--- src/rtl/fpalu_sub_seq_pkg.sv ---
// Shared types and constants for the sequential single-precision subtractor.
package fpalu_sub_seq_pkg;

  localparam int unsigned EXP_W  = 8;
  localparam int unsigned MAN_W  = 23;
  localparam int unsigned BIAS   = 127;
  localparam int unsigned WORD_W = 1 + EXP_W + MAN_W;
  // Working mantissa: {carry, hidden, stored mantissa}
  localparam int unsigned WMAN_W = MAN_W + 2;

  localparam logic [EXP_W-1:0]  EXP_MAX     = 8'hFF;
  localparam logic [WORD_W-1:0] FP_POS_ZERO = 32'h0000_0000;
  localparam logic [WORD_W-1:0] FP_POS_INF  = 32'h7F80_0000;

  typedef enum logic [2:0] {
    StIdle,
    StAlign,
    StAdd,
    StNorm,
    StDone
  } state_e;

  typedef struct packed {
    logic              sign;
    logic [EXP_W-1:0]  exp;
    logic [WMAN_W-1:0] man;
  } operand_t;

  // Exponent zero is a true zero: the stored mantissa is discarded and no hidden bit is added.
  function automatic operand_t fp_unpack(logic [WORD_W-1:0] w);
    operand_t o;
    o.sign = w[WORD_W-1];
    o.exp  = w[WORD_W-2:MAN_W];
    o.man  = (o.exp == '0) ? '0 : {2'b01, w[MAN_W-1:0]};
    return o;
  endfunction

endpackage

--- src/rtl/fpalu_sub_seq_if.sv ---
// Operand/result handshake bundle for the sequential subtractor.
interface fpalu_sub_seq_if;
  import fpalu_sub_seq_pkg::*;

  logic              in_valid;
  logic              in_ready;
  logic [WORD_W-1:0] a_in;
  logic [WORD_W-1:0] b_in;
  logic              out_valid;
  logic              out_ready;
  logic [WORD_W-1:0] sum;
  logic              ovf;
  logic              uf;

  modport master (
    output in_valid, a_in, b_in, out_ready,
    input  in_ready, out_valid, sum, ovf, uf
  );

  modport slave (
    input  in_valid, a_in, b_in, out_ready,
    output in_ready, out_valid, sum, ovf, uf
  );

endinterface

--- src/rtl/fpalu_sub_seq_align_shift.sv ---
// Right barrel shifter for mantissa alignment; shift amounts past the word width give zero.
module fpalu_sub_seq_align_shift
  import fpalu_sub_seq_pkg::*;
(
  input  logic [WMAN_W-1:0] man_i,
  input  logic [EXP_W-1:0]  amt_i,
  output logic [WMAN_W-1:0] man_o
);

  // Saturate: any amount >= the working width shifts everything out.
  always_comb begin
    if (amt_i >= EXP_W'(WMAN_W)) begin
      man_o = '0;
    end else begin
      man_o = man_i >> amt_i;
    end
  end

endmodule

--- src/rtl/fpalu_sub_seq.sv ---
// Multi-cycle single-precision subtractor: sum = a_in - b_in, one operation in flight,
// normalisation one bit per cycle, truncating rounding, no denormals/NaN/Inf semantics.
module fpalu_sub_seq
  import fpalu_sub_seq_pkg::*;
(
  input  logic           clk,
  input  logic           rst,
  fpalu_sub_seq_if.slave bus
);

  state_e            state_q, state_d;
  operand_t          opa_q, opa_d;
  operand_t          opb_q, opb_d;
  logic [WORD_W-1:0] sum_q, sum_d;
  logic              ovf_q, ovf_d;
  logic              uf_q, uf_d;

  operand_t          lg_op, sm_op;
  logic [EXP_W-1:0]  shamt;
  logic [WMAN_W-1:0] sm_shifted;
  logic [WMAN_W-1:0] add_res;
  logic [EXP_W:0]    exp_inc;

  // Order operands by {exp, man} magnitude; larger goes first so the difference is never negative.
  always_comb begin
    if ({opa_q.exp, opa_q.man[MAN_W-1:0]} >= {opb_q.exp, opb_q.man[MAN_W-1:0]}) begin
      lg_op = opa_q;
      sm_op = opb_q;
    end else begin
      lg_op = opb_q;
      sm_op = opa_q;
    end
    // A zero smaller operand has mantissa 0, so its (meaningless) shift amount is harmless.
    shamt = lg_op.exp - sm_op.exp;
  end

  fpalu_sub_seq_align_shift u_align_shift (
    .man_i (sm_op.man),
    .amt_i (shamt),
    .man_o (sm_shifted)
  );

  // Magnitude add/subtract of the aligned pair and the carry-path exponent.
  always_comb begin
    if (opa_q.sign == opb_q.sign) begin
      add_res = opa_q.man + opb_q.man;
    end else begin
      add_res = opa_q.man - opb_q.man;
    end
    exp_inc = {1'b0, opa_q.exp} + (EXP_W+1)'(1);
  end

  // Next-state and datapath updates for the FSM.
  always_comb begin
    state_d = state_q;
    opa_d   = opa_q;
    opb_d   = opb_q;
    sum_d   = sum_q;
    ovf_d   = ovf_q;
    uf_d    = uf_q;

    case (state_q)
      StIdle: begin
        if (bus.in_valid) begin
          opa_d   = fp_unpack(bus.a_in);
          opb_d   = fp_unpack({~bus.b_in[WORD_W-1], bus.b_in[WORD_W-2:0]});
          ovf_d   = 1'b0;
          uf_d    = 1'b0;
          state_d = StAlign;
        end
      end

      StAlign: begin
        opa_d     = lg_op;
        opb_d     = sm_op;
        opb_d.man = sm_shifted;
        state_d   = StAdd;
      end

      StAdd: begin
        if (add_res == '0) begin
          // Exact cancellation always yields +0 regardless of operand signs.
          sum_d   = FP_POS_ZERO;
          ovf_d   = 1'b0;
          uf_d    = 1'b0;
          state_d = StDone;
        end else begin
          opa_d.man = add_res;
          state_d   = StNorm;
        end
      end

      StNorm: begin
        if (opa_q.man[WMAN_W-1]) begin
          // Carry out: a single right shift always lands the leading one on the hidden bit.
          if (exp_inc >= {1'b0, EXP_MAX}) begin
            ovf_d = 1'b1;
            sum_d = {opa_q.sign, EXP_MAX, {MAN_W{1'b0}}};
          end else begin
            sum_d = {opa_q.sign, exp_inc[EXP_W-1:0], opa_q.man[MAN_W:1]};
          end
          state_d = StDone;
        end else if (opa_q.man[MAN_W]) begin
          sum_d   = {opa_q.sign, opa_q.exp, opa_q.man[MAN_W-1:0]};
          state_d = StDone;
        end else if (opa_q.exp == EXP_W'(1)) begin
          // Another left shift would take the exponent to 0: flush to +0.
          sum_d   = FP_POS_ZERO;
          uf_d    = 1'b1;
          state_d = StDone;
        end else begin
          opa_d.man = {opa_q.man[WMAN_W-2:0], 1'b0};
          opa_d.exp = opa_q.exp - EXP_W'(1);
        end
      end

      StDone: begin
        if (bus.out_ready) begin
          state_d = StIdle;
        end
      end

      default: state_d = StIdle;
    endcase
  end

  // State and datapath registers with synchronous reset.
  always_ff @(posedge clk) begin
    if (rst) begin
      state_q <= StIdle;
      opa_q   <= '0;
      opb_q   <= '0;
      sum_q   <= '0;
      ovf_q   <= 1'b0;
      uf_q    <= 1'b0;
    end else begin
      state_q <= state_d;
      opa_q   <= opa_d;
      opb_q   <= opb_d;
      sum_q   <= sum_d;
      ovf_q   <= ovf_d;
      uf_q    <= uf_d;
    end
  end

  assign bus.in_ready  = (state_q == StIdle);
  assign bus.out_valid = (state_q == StDone);
  assign bus.sum       = sum_q;
  assign bus.ovf       = ovf_q;
  assign bus.uf        = uf_q;

endmodule

--- src/flat_wrapper.sv ---
// flat-port wrapper written by rule: the top's interface ports become plain ports
module fpalu_sub_seq_flat import fpalu_sub_seq_pkg::*;
  (clk, rst, bus_in_valid, bus_a_in, bus_b_in, bus_out_ready, bus_in_ready, bus_out_valid, bus_sum, bus_ovf, bus_uf);
  fpalu_sub_seq_if bus_i ();
  input  logic clk;
  input  logic rst;
  input wire logic [$bits(bus_i.in_valid)-1:0] bus_in_valid;
  input wire logic [$bits(bus_i.a_in)-1:0] bus_a_in;
  input wire logic [$bits(bus_i.b_in)-1:0] bus_b_in;
  input wire logic [$bits(bus_i.out_ready)-1:0] bus_out_ready;
  output wire logic [$bits(bus_i.in_ready)-1:0] bus_in_ready;
  output wire logic [$bits(bus_i.out_valid)-1:0] bus_out_valid;
  output wire logic [$bits(bus_i.sum)-1:0] bus_sum;
  output wire logic [$bits(bus_i.ovf)-1:0] bus_ovf;
  output wire logic [$bits(bus_i.uf)-1:0] bus_uf;
  assign bus_i.in_valid = bus_in_valid;
  assign bus_i.a_in = bus_a_in;
  assign bus_i.b_in = bus_b_in;
  assign bus_i.out_ready = bus_out_ready;
  assign bus_in_ready = bus_i.in_ready;
  assign bus_out_valid = bus_i.out_valid;
  assign bus_sum = bus_i.sum;
  assign bus_ovf = bus_i.ovf;
  assign bus_uf = bus_i.uf;
  fpalu_sub_seq u_core (.clk(clk), .rst(rst), .bus(bus_i));
endmodule
--- config.mk ---
export PLATFORM = sky130hd
export DESIGN_NAME = fpalu_sub_seq_flat
export DESIGN_NICKNAME = d
export VERILOG_FILES = /design/src/rtl/fpalu_sub_seq_pkg.sv /design/src/rtl/fpalu_sub_seq_if.sv /design/src/rtl/fpalu_sub_seq_align_shift.sv /design/src/rtl/fpalu_sub_seq.sv /design/src/flat_wrapper.sv
export SDC_FILE = /design/constraint.sdc
export NUM_CORES = 1
export LEC_CHECK = 0
export BUFFER_PORTS_ARGS = -buffer_cell sky130_fd_sc_hd__buf_2
export CAP_MARGIN = 10
export CORE_MARGIN = 8
export CORE_UTILIZATION = 60
export DETAILED_ROUTE_END_ITERATION = 8
export PLACE_DENSITY = 0.81
export SLEW_MARGIN = 25
export SYNTH_ARGS = -nofsm -noshare
export SYNTH_HDL_FRONTEND = slang
export SYNTH_SLANG_ARGS = --single-unit
--- constraint.sdc ---
create_clock -name clk -period 5.8 [get_ports clk]
set_input_delay 0.58 -clock clk [delete_from_list [all_inputs] [get_ports clk]]
set_output_delay 0.58 -clock clk [all_outputs]
set_load 0.01 [all_outputs]
== Word-level counts from Yosys, hierarchy flattened ==
Index checks and enable logic that the tools add are counted.

* Logic and storage cells: 97
* Flip-flop bits (word level): 105
* Output and inout bits: 36
* Bits of input ports: 68

* Add/subtract/negate cells: 5
* Shift operators: 1
* Eq/ne operators: 18
* Mux-type cells: 38
* Magnitude comparators: 3
* Bitwise logic cells: 1
* Reductions and logical operators: 19

{| class="wikitable"
|+ Operator list
! cell !! count
|-
| 34-bit 2-to-1 mux || 4
|-
| 32-bit 2-to-1 mux || 4
|-
| 25-bit case mux with 4 select lines || 1
|-
| 33-bit 2-to-1 mux || 3
|-
| 25-bit 2-to-1 mux || 3
|-
| 34-bit case mux with 2 select lines || 1
|-
| 32-bit case mux with 2 select lines || 1
|-
| 24-bit 2-to-1 mux || 2
|-
| 31-bit >= comparator || 1
|-
| 31-bit 2-to-1 mux || 1
|-
| 25-bit adder || 1
|-
| 25-bit logical NOT || 1
|-
| 25-bit by 8-bit >> shifter with 25-bit output || 1
|-
| 25-bit subtractor || 1
|-
| 8-bit case mux with 3 select lines || 1
|-
| 3-bit 2-to-1 mux || 6
|-
| 8-bit logical NOT || 2
|-
| 3-bit case mux with 5 select lines || 1
|-
| 5-bit AND reduction || 3
|-
| 2-bit != test (second input constant) || 7
|-
| 8-bit by 1-bit adder with 9-bit output (second input constant) || 1
|-
| 9-bit by 8-bit >= comparator with 1-bit output (second input constant) || 1
|-
| 3-bit AND reduction || 3
|-
| 8-bit by 1-bit == test with 1-bit output (second input constant) || 1
|-
| other kinds (21) || 34
|}

== Depth between registers and ports, before layout ==
* Depth after elaboration: 6
* Mapped depth: 22
* Depth with buffers taken out: 19

== Hierarchy ==
From an unflattened synthesis, not the netlist that was laid out.

* Cells, all modules: 1389
* Area, all modules: 10568.9 um^2

{| class="wikitable"
|+ By module, submodules not included
! module !! seq. area each (um^2) !! cells an instance !! times used !! area an instance (um^2)
|-
| fpalu_sub_seq || 2102.0 || 1193 || 1 || 8902.3
|-
| fpalu_sub_seq_align_shift || 0.0 || 196 || 1 || 1666.6
|}

== Worst setup path after synthesis ==
Ideal clock, no wire load.

* Kind: flip-flop to flip-flop
* Start: register u_core.opa_q[33] in the netlist's numbering
* End: register u_core.sum_q[25] (netlist: u_core.bus.sum[25])
* Setup time: 0.117 ns
* Arrival: 4.723 ns
* Slack: 0.960 ns
* Data required time: 5.683 ns
* Stages on the path, launching flop included: 19
* Cell sequence: dfxtp_1 xor2_1 clkbuf_1 nand2_1 xnor2_1 ha_1 a2111o_1 o211ai_1 o311a_1 a221oi_2 a2111oi_2 or3_1 o311ai_0 or2_2 or4_1 a211oi_2 nor2_1 buf_2 a22o_1

* Word-level cells in the longest chain between the ends: 5

{| class="wikitable"
|+ Ends and longest elaborated chain
! item !! line !! RTL
|-
| start, declared || fpalu_sub_seq.sv:12 || <nowiki>operand_t opa_q, opa_d;</nowiki>
|-
| start signal, assigned || fpalu_sub_seq.sv:138 || <nowiki>opa_q <= opa_d;</nowiki>
|-
| 1-bit == test || fpalu_sub_seq.sv:45 || <nowiki>if (opa_q.sign == opb_q.sign) begin</nowiki>
|-
| 25-bit 2-to-1 mux || fpalu_sub_seq.sv:45 ||
|-
| 25-bit logical NOT || fpalu_sub_seq.sv:81 || <nowiki>if (add_res == '0) begin</nowiki>
|-
| 2-bit by 1-bit != test with 1-bit output (no line) || - ||
|-
| 3-bit AND reduction (no line) || - ||
|-
| end signal, assigned || fpalu_sub_seq.sv:140 || <nowiki>sum_q <= sum_d;</nowiki>
|-
| end, declared || fpalu_sub_seq.sv:14 || <nowiki>logic [WORD_W-1:0] sum_q, sum_d;</nowiki>
|}

Every way passes these cells.
A chain may end at the register's enable or synchronous reset.

== Worst setup path in the final report ==
* Start: register u_core.opa_q[33] in the netlist's numbering
* End: register u_core.sum_q[10] (netlist: u_core.bus.sum[10])

Same word-level chain as after synthesis.

==> results.sh <==
export IMPL_drv_slew=0
export IMPL_synth_nets=1354
export IMPL_wl_per_cell_um=22.3
export IMPL_synthCells=1225
export IMPL_drive_gt1_share_pct=17.2
export IMPL_ys_warn_count=0
export IMPL_tritoncts="yes"
export IMPL_drt_total_wl_mm=34.0
export IMPL_cts_made_buffers=9
export IMPL_ctsHoldBuffers=0
export IMPL_synthMuxAreaShare_pct=13.3
export IMPL_design_core_area_um2=15900
export IMPL_drtPass1Iterations=7
export IMPL_vias=10500
export IMPL_seq_power_share_pct=16.6
export IMPL_antenna_found_initial=1
export IMPL_synth_area_top_cells="dfxtp_1 21%, mux2i_1 10%, ha_1 7.7%, nor2_1 4.6%, a21oi_1 4.6%"
export IMPL_ios=104
export IMPL_rows=46
export IMPL_fin_tns_setup_ps=0
export IMPL_htree_levels=3
export IMPL_worst_hold_path_type="flop to flop"
export IMPL_fin_skew_ps=5.89
export IMPL_cts_setup_buffers=0
export IMPL_antenna_cells=0
export IMPL_ys_ff_latch=105
export IMPL_fill_cells=1406
export IMPL_relSlewSlack_pct=38.1
export IMPL_required_ps=6010
export IMPL_synthTopCellsByCount="119 x nor2_1, 105 x dfxtp_1, 100 x mux2i_1"
export IMPL_vias_per_cell=6.89
export IMPL_die_area_um2=20700
export IMPL_die_w_um=144
export IMPL_cellPowerDensity_nw_per_um2=596
export IMPL_arrival_ps=5720
export IMPL_clkPwrFrac_pct=10.3
export IMPL_p_sw_share_pct=52.7
export IMPL_ant_nets=0
export IMPL_grt_start_max_net_pins=59
export IMPL_initial_core_util_pct=61.4
export IMPL_drcViolationCount=0
export IMPL_p_switching_uw=3430
export IMPL_synthSimpleGateAreaFrac_pct=18.7
export IMPL_grtUsageTotal_pct=32.3
export IMPL_status="finished, final reports clean"
export IMPL_pwr_share_comb_pct=73.1
export IMPL_first_iter_violations=1485
export IMPL_post_dp_hpwl_mm=26.2
export IMPL_cts_root_buf="clkbuf_16"
export IMPL_hold_violations=0
export IMPL_synth_compound_area_share_pct=27.6
export IMPL_synth_top_family_by_area="compound AO/OA/AOI/OAI gates"
export IMPL_vdd_drop_max_mv=0.430
export IMPL_setup_viol=0
export IMPL_finalNetCount=1435
export IMPL_grt_pass1_vias=9680
export IMPL_place_ws_ps=232
export IMPL_clk_pin_slew_ps=80
export IMPL_p_total_uw=6520
export IMPL_end_kind="flop"
export IMPL_synth_top_area_cell="dfxtp_1"
export IMPL_synth_adder_area_share_pct=7.87
export IMPL_path_class="flop to flop"
export IMPL_postSynthAreaPerCell_um2=7.99
export IMPL_syn_to_final_growth_pct=11.8
export IMPL_synth_enable_flop_cells=0
export IMPL_final_util_pct=68.6
export IMPL_synthDistinctLibCells=85
export IMPL_synth_ff_type="dfxtp_1"
export IMPL_syn_cell_area_um2=9790
export IMPL_p_leak_uw=0.00451
export IMPL_clock_sinks=105
export IMPL_fmax_mhz=182
export IMPL_internal_power_uw=3090
export IMPL_grt_pass1_wl_mm=52.9
export IMPL_die_y_um=144
export IMPL_setup_slack_ps=292
export IMPL_rsz0062_at_grt="false"
export IMPL_maxCapViolations=0
export IMPL_cp_start_kind="flop"
export IMPL_portBuffers=103
export IMPL_synth_most_common_cell="nor2_1"
export IMPL_ys_async_sr_fraction_pct=0
export IMPL_finalCritPeriodShare_pct=95.0
export IMPL_worst_slew_pin_slew_ps=926
export IMPL_synth_top_area_share_pct=21.5
export IMPL_place_gp_congestion=1.01
export IMPL_clkLatencyLatePin_ps=360
export IMPL_ctsResizeCount=0
export IMPL_min_period_ps=5510
export IMPL_synthXorXnorAreaFrac_pct=5.07
export IMPL_cts_buffer_depth=2
export IMPL_overflow=0
export IMPL_ys_seq_area_share_pct=21.5
export IMPL_cp_max_fo=22
per-layer routing:
layer | part of all wire (%) | track usage [%] | wire length (µm)
met5 | 0.038 | 0 | 13
met4 | 2.6 | 10.2 | 875
met3 | 10 | 5.74 | 3570
met2 | 44 | 50.6 | 15100
met1 | 43 | 44.1 | 14500
flip-flops by register name (all words and copies together), names as in the netlist, named ones only:
signal	cells
u_core.state_q	3
u_core.bus.sum	32
u_core.bus.uf	1
u_core.bus.ovf	1
u_core.opa_q	34
u_core.opb_q	33
power by group through the flow:
stage	combinational [µW]	sequential, µW	clock, µW
5_1_grt	5100	1090	693
3_5_place_dp	4580	1080	0
6_report	4770	1080	671
2_1_floorplan	3510	1010	0
4_1_cts	4610	1070	667
3_3_place_gp	4560	1080	0
critical path, stage by stage, from the launching register on:
cell       delay, ps
dfxtp_1          490
xor2_1           200
buf_4            260
o21ai_0          190
fa_1             480
a21o_1           210
a211oi_1         350
o21ai_0          210
a31oi_1          460
a21oi_1          220
o211ai_1         270
nand3_1          110
or3_1            410
or4_1            540
a211oi_2         330
nor2_2           150
buf_4            300
o2bb2ai_1        170
final timing paths:
path,slack [ps],start,cells past startpoint,to
max,290,u_core.opa_q[33]$_SDFFE_PP0P_,17,u_core.bus.sum[10]$_SDFFE_PP0P_
min,460,u_core.bus.sum[18]$_SDFFE_PP0P_,1,u_core.bus.sum[18]$_SDFFE_PP0P_
max reg2reg,290,u_core.opa_q[33]$_SDFFE_PP0P_,17,u_core.bus.sum[10]$_SDFFE_PP0P_
min reg2reg,460,u_core.bus.sum[18]$_SDFFE_PP0P_,1,u_core.bus.sum[18]$_SDFFE_PP0P_
cell families (layout without fill, tap and decap cells):
group	after synthesis	after routing
buf+inv	141	227
fa+ha+maj	61	61
flops	105	105
simple gates	376	376
compound gates	370	370
mux	117	117
xor+xnor	55	55
area by class of cell:
cell class | count | area, µm² | share of cell area (%)
Timing Repair Buffer | 147 | 846 | 7.73
Clock inverter | 6 | 73.8 | 0.675
Sequential cell | 105 | 2100 | 19.2
Multi-Input combinational cell | 979 | 7170 | 65.5
Inverter | 64 | 240 | 2.20
Clock buffer | 10 | 239 | 2.18
Tap cell | 216 | 270 | 2.47
layout by cell type (no fill, tap or decap), types with 23 or more instances in the layout:
| cell type | n |
|---|---|
| xnor2_1 | 44 |
| dfxtp_1 | 104 |
| buf_2 | 103 |
| buf_4 | 44 |
| inv_1 | 64 |
| o2bb2ai_1 | 23 |
| nand2_1 | 85 |
| a21oi_1 | 87 |
| nor2_1 | 115 |
| mux2i_1 | 100 |
| nand3_1 | 36 |
| nor3_1 | 23 |
| ha_1 | 60 |
| o21ai_0 | 55 |
metrics by stage:
step / hold slack [ps] / instances / cell area [µm²]
floorplan: 470 / 1225 / 9790
global placement: 440 / 1511 / 10600
global route: 476 / 1527 / 10900
finish: 463 / 1527 / 10900
CTS: 463 / 1527 / 10900
detailed placement: 441 / 1511 / 10600
Note: power is estimated with default switching activity, not from simulation.
